[config.mk]
export PLATFORM = sky130hd
export DESIGN_NAME = alu_arbiter
export DESIGN_NICKNAME = d
export VERILOG_FILES = /design/src/rtl/alu_arbiter.sv
export SDC_FILE = /design/constraint.sdc
export NUM_CORES = 1
export LEC_CHECK = 0
export CAP_MARGIN = 20
export CORE_UTILIZATION = 39
export CTS_BUF_LIST = sky130_fd_sc_hd__clkbuf_4 sky130_fd_sc_hd__clkbuf_8
export CTS_CLUSTER_SIZE = 24
export DETAILED_ROUTE_END_ITERATION = 7
export GPL_ROUTABILITY_DRIVEN = 0
export GPL_TIMING_DRIVEN = 0
export PLACE_DENSITY = 0.83
export SLEW_MARGIN = 20
export SYNTH_ARGS = -nofsm -noshare
export SYNTH_HDL_FRONTEND = slang
export SYNTH_SLANG_ARGS = --single-unit
[constraint.sdc]
create_clock -name clock -period 1.7 [get_ports clock]
set_input_delay 0.255 -clock clock [delete_from_list [all_inputs] [get_ports clock]]
set_output_delay 0.255 -clock clock [all_outputs]
set_load 0.005 [all_outputs]
[src/rtl/alu_arbiter.sv]
// Two-requester front end for one shared combinational ALU. It keeps one operation in flight.
// Optional per-requester grant counters are built when ALU_ARB_PERF_EN is defined.
module alu_arbiter #(
    parameter int CNT_W = 16
) (
    input  logic              clock,
    input  logic              reset,
    input  logic              r0_valid,
    output logic              r0_ready,
    input  logic [5:0]        r0_ctrl,
    input  logic [31:0]       r0_a,
    input  logic [31:0]       r0_b,
    output logic              r0_rsp_valid,
    input  logic              r0_rsp_ready,
    input  logic              r1_valid,
    output logic              r1_ready,
    input  logic [5:0]        r1_ctrl,
    input  logic [31:0]       r1_a,
    input  logic [31:0]       r1_b,
    output logic              r1_rsp_valid,
    input  logic              r1_rsp_ready,
    output logic [31:0]       rsp_result,
    output logic              rsp_branch,
    output logic [5:0]        alu_ctrl,
    output logic              alu_branch_op,
    output logic [31:0]       alu_a,
    output logic [31:0]       alu_b,
    input  logic [31:0]       alu_result,
    input  logic              alu_branch,
    output logic              busy,
`ifdef ALU_ARB_PERF_EN
    output logic [CNT_W-1:0]  grant_cnt0,
    output logic [CNT_W-1:0]  grant_cnt1,
`endif
    output logic [1:0]        state_dbg
);

    typedef enum logic [1:0] {
        IDLE = 2'd0,
        EXEC = 2'd1,
        RESP = 2'd2
    } state_t;

    state_t      state;
    logic        ptr;
    logic        owner;
    logic [5:0]  ctrl_q;
    logic [31:0] a_q;
    logic [31:0] b_q;
    logic [31:0] res_q;
    logic        br_q;
    logic        grant0;
    logic        grant1;
    logic        owner_rsp_ready;

    // Handshakes: a transfer happens on a rising edge where valid and ready are both high.
    // Requests hold valid until accepted. Responses hold valid and data until rsp_ready.
    assign grant0 = r0_valid & (~r1_valid | ~ptr);
    assign grant1 = r1_valid & (~r0_valid | ptr);

    assign r0_ready        = (state == IDLE) & grant0;
    assign r1_ready        = (state == IDLE) & grant1;
    assign r0_rsp_valid    = (state == RESP) & ~owner;
    assign r1_rsp_valid    = (state == RESP) & owner;
    assign owner_rsp_ready = owner ? r1_rsp_ready : r0_rsp_ready;

    assign rsp_result    = res_q;
    assign rsp_branch    = br_q;
    assign alu_ctrl      = ctrl_q;
    assign alu_a         = a_q;
    assign alu_b         = b_q;
    assign alu_branch_op = (ctrl_q[4:3] == 2'b10);
    assign busy          = (state != IDLE);
    assign state_dbg     = state;

    always_ff @(posedge clock) begin
        if (reset) begin
            state  <= IDLE;
            ptr    <= 1'b0;
            owner  <= 1'b0;
            ctrl_q <= '0;
            a_q    <= '0;
            b_q    <= '0;
            res_q  <= '0;
            br_q   <= 1'b0;
        end else begin
            case (state)
                IDLE: begin
                    if (grant0 | grant1) begin
                        ctrl_q <= grant1 ? r1_ctrl : r0_ctrl;
                        a_q    <= grant1 ? r1_a : r0_a;
                        b_q    <= grant1 ? r1_b : r0_b;
                        owner  <= grant1;
                        // The pointer favours whichever requester did not just win.
                        ptr    <= ~grant1;
                        state  <= EXEC;
                    end
                end
                EXEC: begin
                    res_q <= alu_result;
                    br_q  <= alu_branch;
                    state <= RESP;
                end
                RESP: begin
                    if (owner_rsp_ready) begin
                        state <= IDLE;
                    end
                end
                default: state <= IDLE;
            endcase
        end
    end

`ifdef ALU_ARB_PERF_EN
    always_ff @(posedge clock) begin
        if (reset) begin
            grant_cnt0 <= '0;
            grant_cnt1 <= '0;
        end else begin
            if (r0_valid && r0_ready && (grant_cnt0 != {CNT_W{1'b1}})) begin
                grant_cnt0 <= grant_cnt0 + 1'b1;
            end
            if (r1_valid && r1_ready && (grant_cnt1 != {CNT_W{1'b1}})) begin
                grant_cnt1 <= grant_cnt1 + 1'b1;
            end
        end
    end
`endif

endmodule

## Yosys cells after proc, flatten, opt, wreduce, memory -nomap -nowiden

Index checks and enable logic that the tools add are counted.

- Bitwise operators: 14
- Equal/unequal tests: 5
- Reduce and logical (&&, ||, !) cells: 4
- Multiplexer cells: 7

Operator list:

| kind | number |
|---|---|
| 32-bit 2-to-1 mux | 2 |
| 1-bit AND | 6 |
| 6-bit 2-to-1 mux | 1 |
| 2-bit case mux with 3 select lines | 1 |
| 1-bit inverter | 5 |
| 2-bit == test, second input constant | 2 |
| 2-bit 2-to-1 mux | 2 |
| 2-bit AND reduction | 2 |
| 1-bit OR | 3 |
| 2-bit by 1-bit == test with 1-bit output, second input constant | 1 |
| 2-bit zero test | 1 |
| 2-bit by 1-bit inequality test with 1-bit output, second input constant | 1 |
| 2-bit inequality test, second input constant | 1 |
| 2-bit nonzero test | 1 |
| 1-bit 2-to-1 mux | 1 |

- Flip-flop bits (word level): 107
- Output and inout bits: 111

## Depth between registers and ports, before layout

Gate-level depths: netlist (run 1).

- Depth in word-level cells: 6
- Gate-level depth with buffers: 5
- Depth with buffers taken out: 4

## Least setup slack after synthesis (run 1)

Ideal clock, no wire load.

- Path kind: register -> register
- From: register state[1] (netlist: state_dbg[1])
- To: register b_q[1] (netlist: alu_b[1])
- Cell stages (with the launch flop): 6
- Path buffers: 1
- Setup time: 0.139 ns
- Arrival time: 1.110 ns
- Required time: 1.561 ns
- Path slack: 0.450 ns
- Cell sequence: dfxtp_1 > nor2_1 > inv_1 > nor2_2 > buf_2 > a311oi_2

- Word-level cells in the longest chain between the ends: 2

RTL lines:

| what | line | source |
|---|---|---|
| start, declared | 44 | `state_t state;` |
| start signal, assigned | 78 | `state <= IDLE;` |
| start signal, assigned | 96 | `state <= EXEC;` |
| start signal, assigned | 102 | `state <= RESP;` |
| 2-bit zero test | 87 | `case (state)` |
| 2-bit AND reduction (no source line) | n/a |  |
| end signal, assigned | 92 | `b_q <= grant1 ? r1_b : r0_b;` |
| end, declared | 49 | `logic [31:0] b_q;` |

Every way passes these cells.
A chain may end at the register's enable or synchronous reset.

## Worst setup path in the final report (run 1)

- From: register ctrl_q[4] (netlist: alu_ctrl[4])
- To: output alu_branch_op

- Word-level cells in the longest chain between the ends: 1

RTL lines:

| what | line | source |
|---|---|---|
| start, declared | 47 | `logic [5:0] ctrl_q;` |
| start signal, assigned | 90 | `ctrl_q <= grant1 ? r1_ctrl : r0_ctrl;` |
| 2-bit == test | 72 | `assign alu_branch_op = (ctrl_q[4:3] == 2'b10);` |
| end, declared | 25 | `output logic alu_branch_op,` |

Every way passes these cells.

==> results by group, run 1 <==
Status
  • Outcome: finished clean

Finish
  • ANT cells: 0
  • Finished Layout Cells: 1037
  • Synth-to-Final Area Change: 68.5%
  • Fin nets: roughly 1100
  • Share of cells above drive strength 1: about an eighth
  • Fin area: just over 0.008 mm2

Power and ir drop
  • Seq pwr share: 44.8%
  • Leak Pwr: between 2 and 3 nW
  • Psw: just over 2 mW
  • PD cells: about 800 mW/mm2
  • Combinational Power Share: 32.7%
  • Pint: 4.52 mW
  • Worst VDD drop: approximately 0.42 mV
  • Switching Share: 31.1%
  • Clock Power Share: ~23%

Yosys
  • Syn nets: ~760
  • Async SR Flop Fraction: 0%
  • Top post-synthesis cells by count: 107 x dfxtp_1, 106 x a21oi_1, 70 x nand3_1, 70 x o21ai_0, 66 x nand2_1
  • Post-synthesis cell area: roughly 0.0048 mm2
  • #FFs+latches synth: about 110
  • Main synth FF type: dfxtp_1
  • Post-synthesis average cell area: ~8 um2
  • Synth top area cells: dfxtp_1 44%, a21oi_1 11%, a311oi_1 10%
  • Post-synth top area share: 44.5%
  • Top-count cell post-synth: dfxtp_1
  • Register area share after synthesis: between 40 and 50%
  • Cell taking the most area after synthesis: dfxtp_1
  • Number of synthesized flops with an enable pin: 0
  • Synth Warn #: 0
  • Mapped Cells: roughly 600
  • Synth unique cells: 24

Clock network
  • CTS tree: built
  • Total CTS buffers: 9
  • Hold-fix buffers at CTS: 0
  • Clk_lat worst skew: 0.38 ns
  • Clk root buf: clkbuf_8
  • CTS H-tree lvls: 3
  • Sink Count: roughly 110
  • Worst-path clk slew: 0.12 ns
  • Clock Path Buffers: 2

Global route
  • Gr usage total: ~29%
  • Largest net degree at the start of global routing: 19
  • Grt total ovfl: 0
  • First-pass GRT wire length: between 20000 and 30000 um
  • Initial antenna violation count: 0
  • Vias in the first global route: ~5500

Setup path
  • CP Cell Sequence: nor2b_1 -> clkdlybuf4s50_1
  • Critical path arrival: roughly 1.4 ns
  • Max Fanout on Critical Path: 3
  • Endpoint class of the critical path: output port
  • Max stage delay on crit path: 0.51 ns
  • Crit path kind: reg -> out
  • Crit path required time: about 1.4 ns
  • Crit-path slowest cell: clkdlybuf4s50_1
  • Startpoint Class: register

Floorplanning
  • Starting Density: between 40% and 50%
  • I/O pins: between 200 and 300
  • CORE AREA: between 0.01 and 0.015 mm2
  • Die height: ~110 um
  • Die width: between 100 and 150 um
  • FP Rows: 40
  • DIE AREA: between 0.01 and 0.015 mm2

Placement
  • Count of input and output buffers: 288
  • Dpl cells: just over 1000
  • Placed cell area: 0.00788 mm2
  • DP Wirelength: between 10000 and 15000 um

Drt
  • Iteration-0 DRC Markers: between 300 and 400
  • Vias per inst: 5.61
  • TritonRoute pass-1 iters: 5
  • Drt drc: 0
  • Via Count: 5816
  • Avg WL per Cell: 18.1 um
  • Final WL: about 19000 um
  • Post-DRT Antenna Nets: 0

Timing
  • Tmin final: 1.66 ns
  • Post-route clock period utilization: a little over nine tenths
  • Worst-Margin Slew: between 0.5 and 0.6 ns
  • Hold Fails Final Rpt: 0
  • Clk_skew: ~0.012 ns
  • Final-report max-slew violation count: 0
  • Final Setup Violations: 0
  • Max_slew headroom: between 60% and 70%
  • RSZ-0062 raised after global routing: yes
  • Fmax: approximately 600 MHz

Flow run
  • # Max-Cap Violations: 0

Worst hold path
  • Worst Hold Class: in -> reg
-- layout by cell type, fill, tap and decap left out, drive strengths merged, types with 4 or more instances in the layout --
cell type,netlist,final
o21ai,70,70
dfxtp,107,107
clkbuf,17,26
clkdlybuf4s50,0,281
a21oi,106,106
nand2,66,66
buf,57,61
inv,2,4
nor2,4,4
a311oi,71,71
dlygate4sd2,0,4
nand3,70,70
-- power groups by stage --
stage | Sequential (mW) | Combinational (mW) | Clock [mW]
after CTS | 2.94 | 2.13 | 1.50
after global routing | 2.97 | 2.31 | 1.60
after floorplan | 3.00 | 0.860 | 0
after detailed placement | 2.99 | 2.12 | 0
final | 2.94 | 2.14 | 1.48
after global placement | 2.99 | 2.09 | 0
-- cell type report --
cell class              instances  area (um2)
clock buffers                   9         124
inverters                       2        10.0
well taps                     147         184
multi-input cells             401        2350
clock inverters                 7        51.3
flip-flops and latches        107        2150
repair buffers                291        2890
plain buffers                  73         350
fillers                      1053        3900
-- metal layers --
metal / up-vias / global-route usage, % / share of wire, % / wire length [um]
met2: 329 / 49.9 / 49 / 9210
met3: 40 / 6.80 / 9.1 / 1710
met1: 2684 / 33.1 / 39 / 7250
met4: 0 / 12.6 / 3.3 / 618
li1: 2763 / - / - / -
met5: - / 0 / 0 / 0
-- registers in the layout, summed over array words and instances, names as in the netlist --
| name | flops |
|---|---|
| alu_a | 32 |
| alu_b | 32 |
| alu_ctrl | 6 |
| owner | 1 |
| ptr | 1 |
| rsp_branch | 1 |
| rsp_result | 32 |
| state_dbg | 2 |
-- path summary, 6_finish.rpt --
check / from / endpoint / slack, ns / cells after the start
setup / recovery: alu_ctrl[4] / alu_branch_op / 0.04 / 2
hold reg to reg: rsp_result[0] / rsp_result[0] / 0.46 / 2
setup reg to reg: ptr / alu_a[4] / 0.10 / 6
hold / removal: r0_valid / ptr / 0.41 / 3
-- cells by family after synthesis --
logic type | Yosys count | synth area share (%)
DFF | 107 | 44.5
AOI/OAI and AO/OA | 248 | 33.5
and+or+nand+nor | 152 | 14.4
muxes | 1 | 0.208
buffers and inverters | 76 | 7.38
-- worst max-delay path: cells and delay by family, from the launching register on --
kind	cells	cell delay, ns
buf+inv	1	0.51
flops	1	0.38
simple gates	1	0.14
-- per-stage QoR --
| step | total power, mW | worst slack, ns | hold WS, ns | util, % | setup TNS (ns) |
|---|---|---|---|---|---|
| after floorplan | 3.86 | 0.450 | 0.391 | - | 0 |
| after global placement | 5.08 | -0.638 | 0.442 | 65.6 | -18.66 |
| after detailed placement | 5.11 | -0.656 | 0.446 | 65.6 | -20.95 |
| after CTS | 6.57 | -0.176 | 0.384 | 67.3 | -0.302 |
| after global routing | 6.88 | -0.00133 | 0.419 | 67.5 | -0.00133 |
| final | 6.56 | 0.0362 | 0.409 | 67.5 | 0 |
-- timing repair --
action / in CTS / in global routing
setup endpoints to repair: 5 / 34
gates resized for setup: 24 / 9
buffers inserted: 2 / 1
Power figures use the tool's default switching activity.
==> run 2: changes to the inputs <==
--- a/config.mk
+++ b/config.mk
@@ -11,7 +11,6 @@
 export CTS_CLUSTER_SIZE = 24
 export DETAILED_ROUTE_END_ITERATION = 7
 export GPL_ROUTABILITY_DRIVEN = 0
-export GPL_TIMING_DRIVEN = 0
 export PLACE_DENSITY = 0.83
 export SLEW_MARGIN = 20
 export SYNTH_ARGS = -nofsm -noshare
==> run 2 against run 1 <==
  * Flip-flop and latch count is the same
  * First-iteration DRC count grew 23%
  * Total power grew 2.3%
  * Highest routed layer unchanged
  * Final cell count shrank 4.8%
==> results by group, run 2 (synthesis results as in run 1) <==
Status
  • Outcome: finished clean

Power and ir drop
  • PD cells: roughly 830 mW/mm2
  • Seq pwr share: between 40% and 50%
  • Pint: ~4.7 mW
  • Worst VDD drop: approximately 0.39 mV
  • Leak Pwr: 2.80 nW
  • Psw: 2.01 mW
  • Clock Power Share: 24.3%
  • Combinational Power Share: 32.0%
  • Switching Share: between 30% and 40%

Clock network
  • Total CTS buffers: 9
  • Sink Count: 107
  • CTS tree: built
  • Worst-path clk slew: 0.09 ns
  • # Post-CTS Setup Buffers: 0
  • CTS H-tree lvls: 3
  • Clock Path Buffers: 2
  • Clk_lat worst skew: about 0.37 ns
  • Clk root buf: clkbuf_8

Global route
  • First-pass GRT wire length: approximately 28000 um
  • Gr usage total: 27.5%
  • Vias in the first global route: around 5600
  • Grt total ovfl: 0
  • Initial antenna violation count: 0
  • Largest net degree at the start of global routing: between 40 and 50

Setup path
  • Crit path kind: reg -> out
  • Crit path required time: between 1 and 1.5 ns
  • Startpoint Class: register
  • Critical path arrival: 1.37 ns
  • Max stage delay on crit path: 0.53 ns
  • CP Cell Sequence: buf_6 -> clkdlybuf4s50_1
  • Crit-path slowest cell: clkdlybuf4s50_1
  • Critical path buffers and inverters: 2
  • Endpoint class of the critical path: output port
  • Max Fanout on Critical Path: 7
  • Crit-path leading delay family: buffers and inverters

Drt
  • Final WL: 17800 um
  • Iteration-0 DRC Markers: 469
  • Drt drc: 0
  • Post-DRT Antenna Nets: 0
  • Vias per inst: just under 6
  • Via Count: 5747
  • TritonRoute pass-1 iters: 6
  • Avg WL per Cell: around 18 um

Placement
  • DP Wirelength: between 10000 and 15000 um
  • Count of input and output buffers: ~290
  • Pre-CTS WS: -0.397 ns

Finish
  • Fin nets: ~1000
  • ANT cells: 0
  • Synth-to-Final Area Change: 67.7%
  • Most frequent cells in the layout: 282 x clkdlybuf4s50_1, 105 x a21oi_1, 104 x dfxtp_1
  • Commonest non-fill, non-tap cell in the layout: clkdlybuf4s50_1
  • Final Util: between 60% and 70%
  • Share of cells above drive strength 1: under 10%
  • Fill cell count: 960

Timing
  • Clk_skew: 0.0162 ns
  • Post-route clock period utilization: 95.3%
  • Worst-Margin Slew: 0.458 ns
  • Max_slew headroom: 69.5%
  • Worst setup margin: slightly below 0.08 ns
  • Hold Fails Final Rpt: 0
  • Fmax: around 600 MHz
  • Final Setup Violations: 0
  • Tmin final: 1.62 ns
  • Final-report max-slew violation count: 0
  • RSZ-0062 raised after global routing: no

Floorplanning
  • I/O pins: just under 300
  • FP Rows: 40
  • Starting Density: between 40% and 50%
  • DIE AREA: roughly 0.013 mm2
  • Die width: 113 um
  • Die height: 113 um
  • CORE AREA: between 0.01 and 0.015 mm2

Worst hold path
  • Worst Hold Class: in -> reg

Flow run
  • # Max-Cap Violations: 0
==> run 2: cell count changes in the layout (fill, tap and decap cells not counted), moves of 2 or more <==
cell,previous run,this run
buf_4,5,14
buf_12,0,9
clkinv_2,2,0
buf_1,3,0
dfxtp_4,2,0
clkbuf_1,15,0
nor2b_1,3,1
buf_6,0,3
buf_2,53,3
dlygate4sd2_1,4,2
==> run 2: path summary, 6_finish.rpt <==
check	to	slack (ns)	start	cells after the start
worst min register to register	rsp_result[0]	0.46	rsp_result[0]	2
worst max-delay path	state_dbg[1]	0.08	state_dbg[1]	2
worst max register to register	alu_a[0]	0.13	state_dbg[0]	5
worst min-delay path	ptr	0.25	r1_valid	2
==> run 2: metal layers <==
metal | global-route usage, % | part of all wire (%) | vias up
met5 | 0 | 0 | -
met4 | 13.4 | 3.8 | 0
met3 | 6.00 | 8.3 | 46
met2 | 47.6 | 49 | 326
met1 | 32.1 | 39 | 2703
li1 | - | - | 2672
==> run 2: stage by stage <==
step           setup TNS [ns]  area, um2  std cells  power [mW]  hold WS [ns]
2_1_floorplan               0       4810        584        3.86         0.391
3_3_place_gp            -8.27       7860        971        5.07         0.442
3_5_place_dp           -13.03       7860        971        5.13         0.447
4_1_cts                     0       8070        987        6.76         0.223
5_1_grt                     0       8080        987        7.05         0.240
6_report                    0       8080        987        6.72         0.253
==> run 2: what timing repair did <==
action / 4_1_cts / 5_1_grt
setup endpoints to repair: 5 / 9
gates resized for setup: 15 / 6
pin swaps: 0 / 1
hold buffers: 0 / 0
endpoints found under the hold margin: 0 / 0
==> run 2: worst reg2reg max path: stages (launching register included) <==
cell      delay, ns
dfxtp_2        0.34
buf_6          0.13
nor2_4         0.12
buf_4          0.41
a21oi_1        0.16
a311oi_1       0.31
==> run 2: area by class of cell <==
type	count	area [um2]	share of cell area (%)
clock buffer	9	124	1.53
multi-input combinational	401	2350	29.1
clock inverter	7	82.6	1.02
tap	147	184	2.28
sequential	107	2150	26.6
timing repair buffer	314	3180	39.4
inverter	2	7.51	0.0930
==> run 2: power by group through the flow <==
stage	logic, mW	clock network, mW	registers [mW]
final	2.15	1.63	2.94
after global routing	2.31	1.77	2.97
after CTS	2.15	1.68	2.94
after detailed placement	2.15	0	2.99
after global placement	2.09	0	2.98
after floorplan	0.860	0	3.00
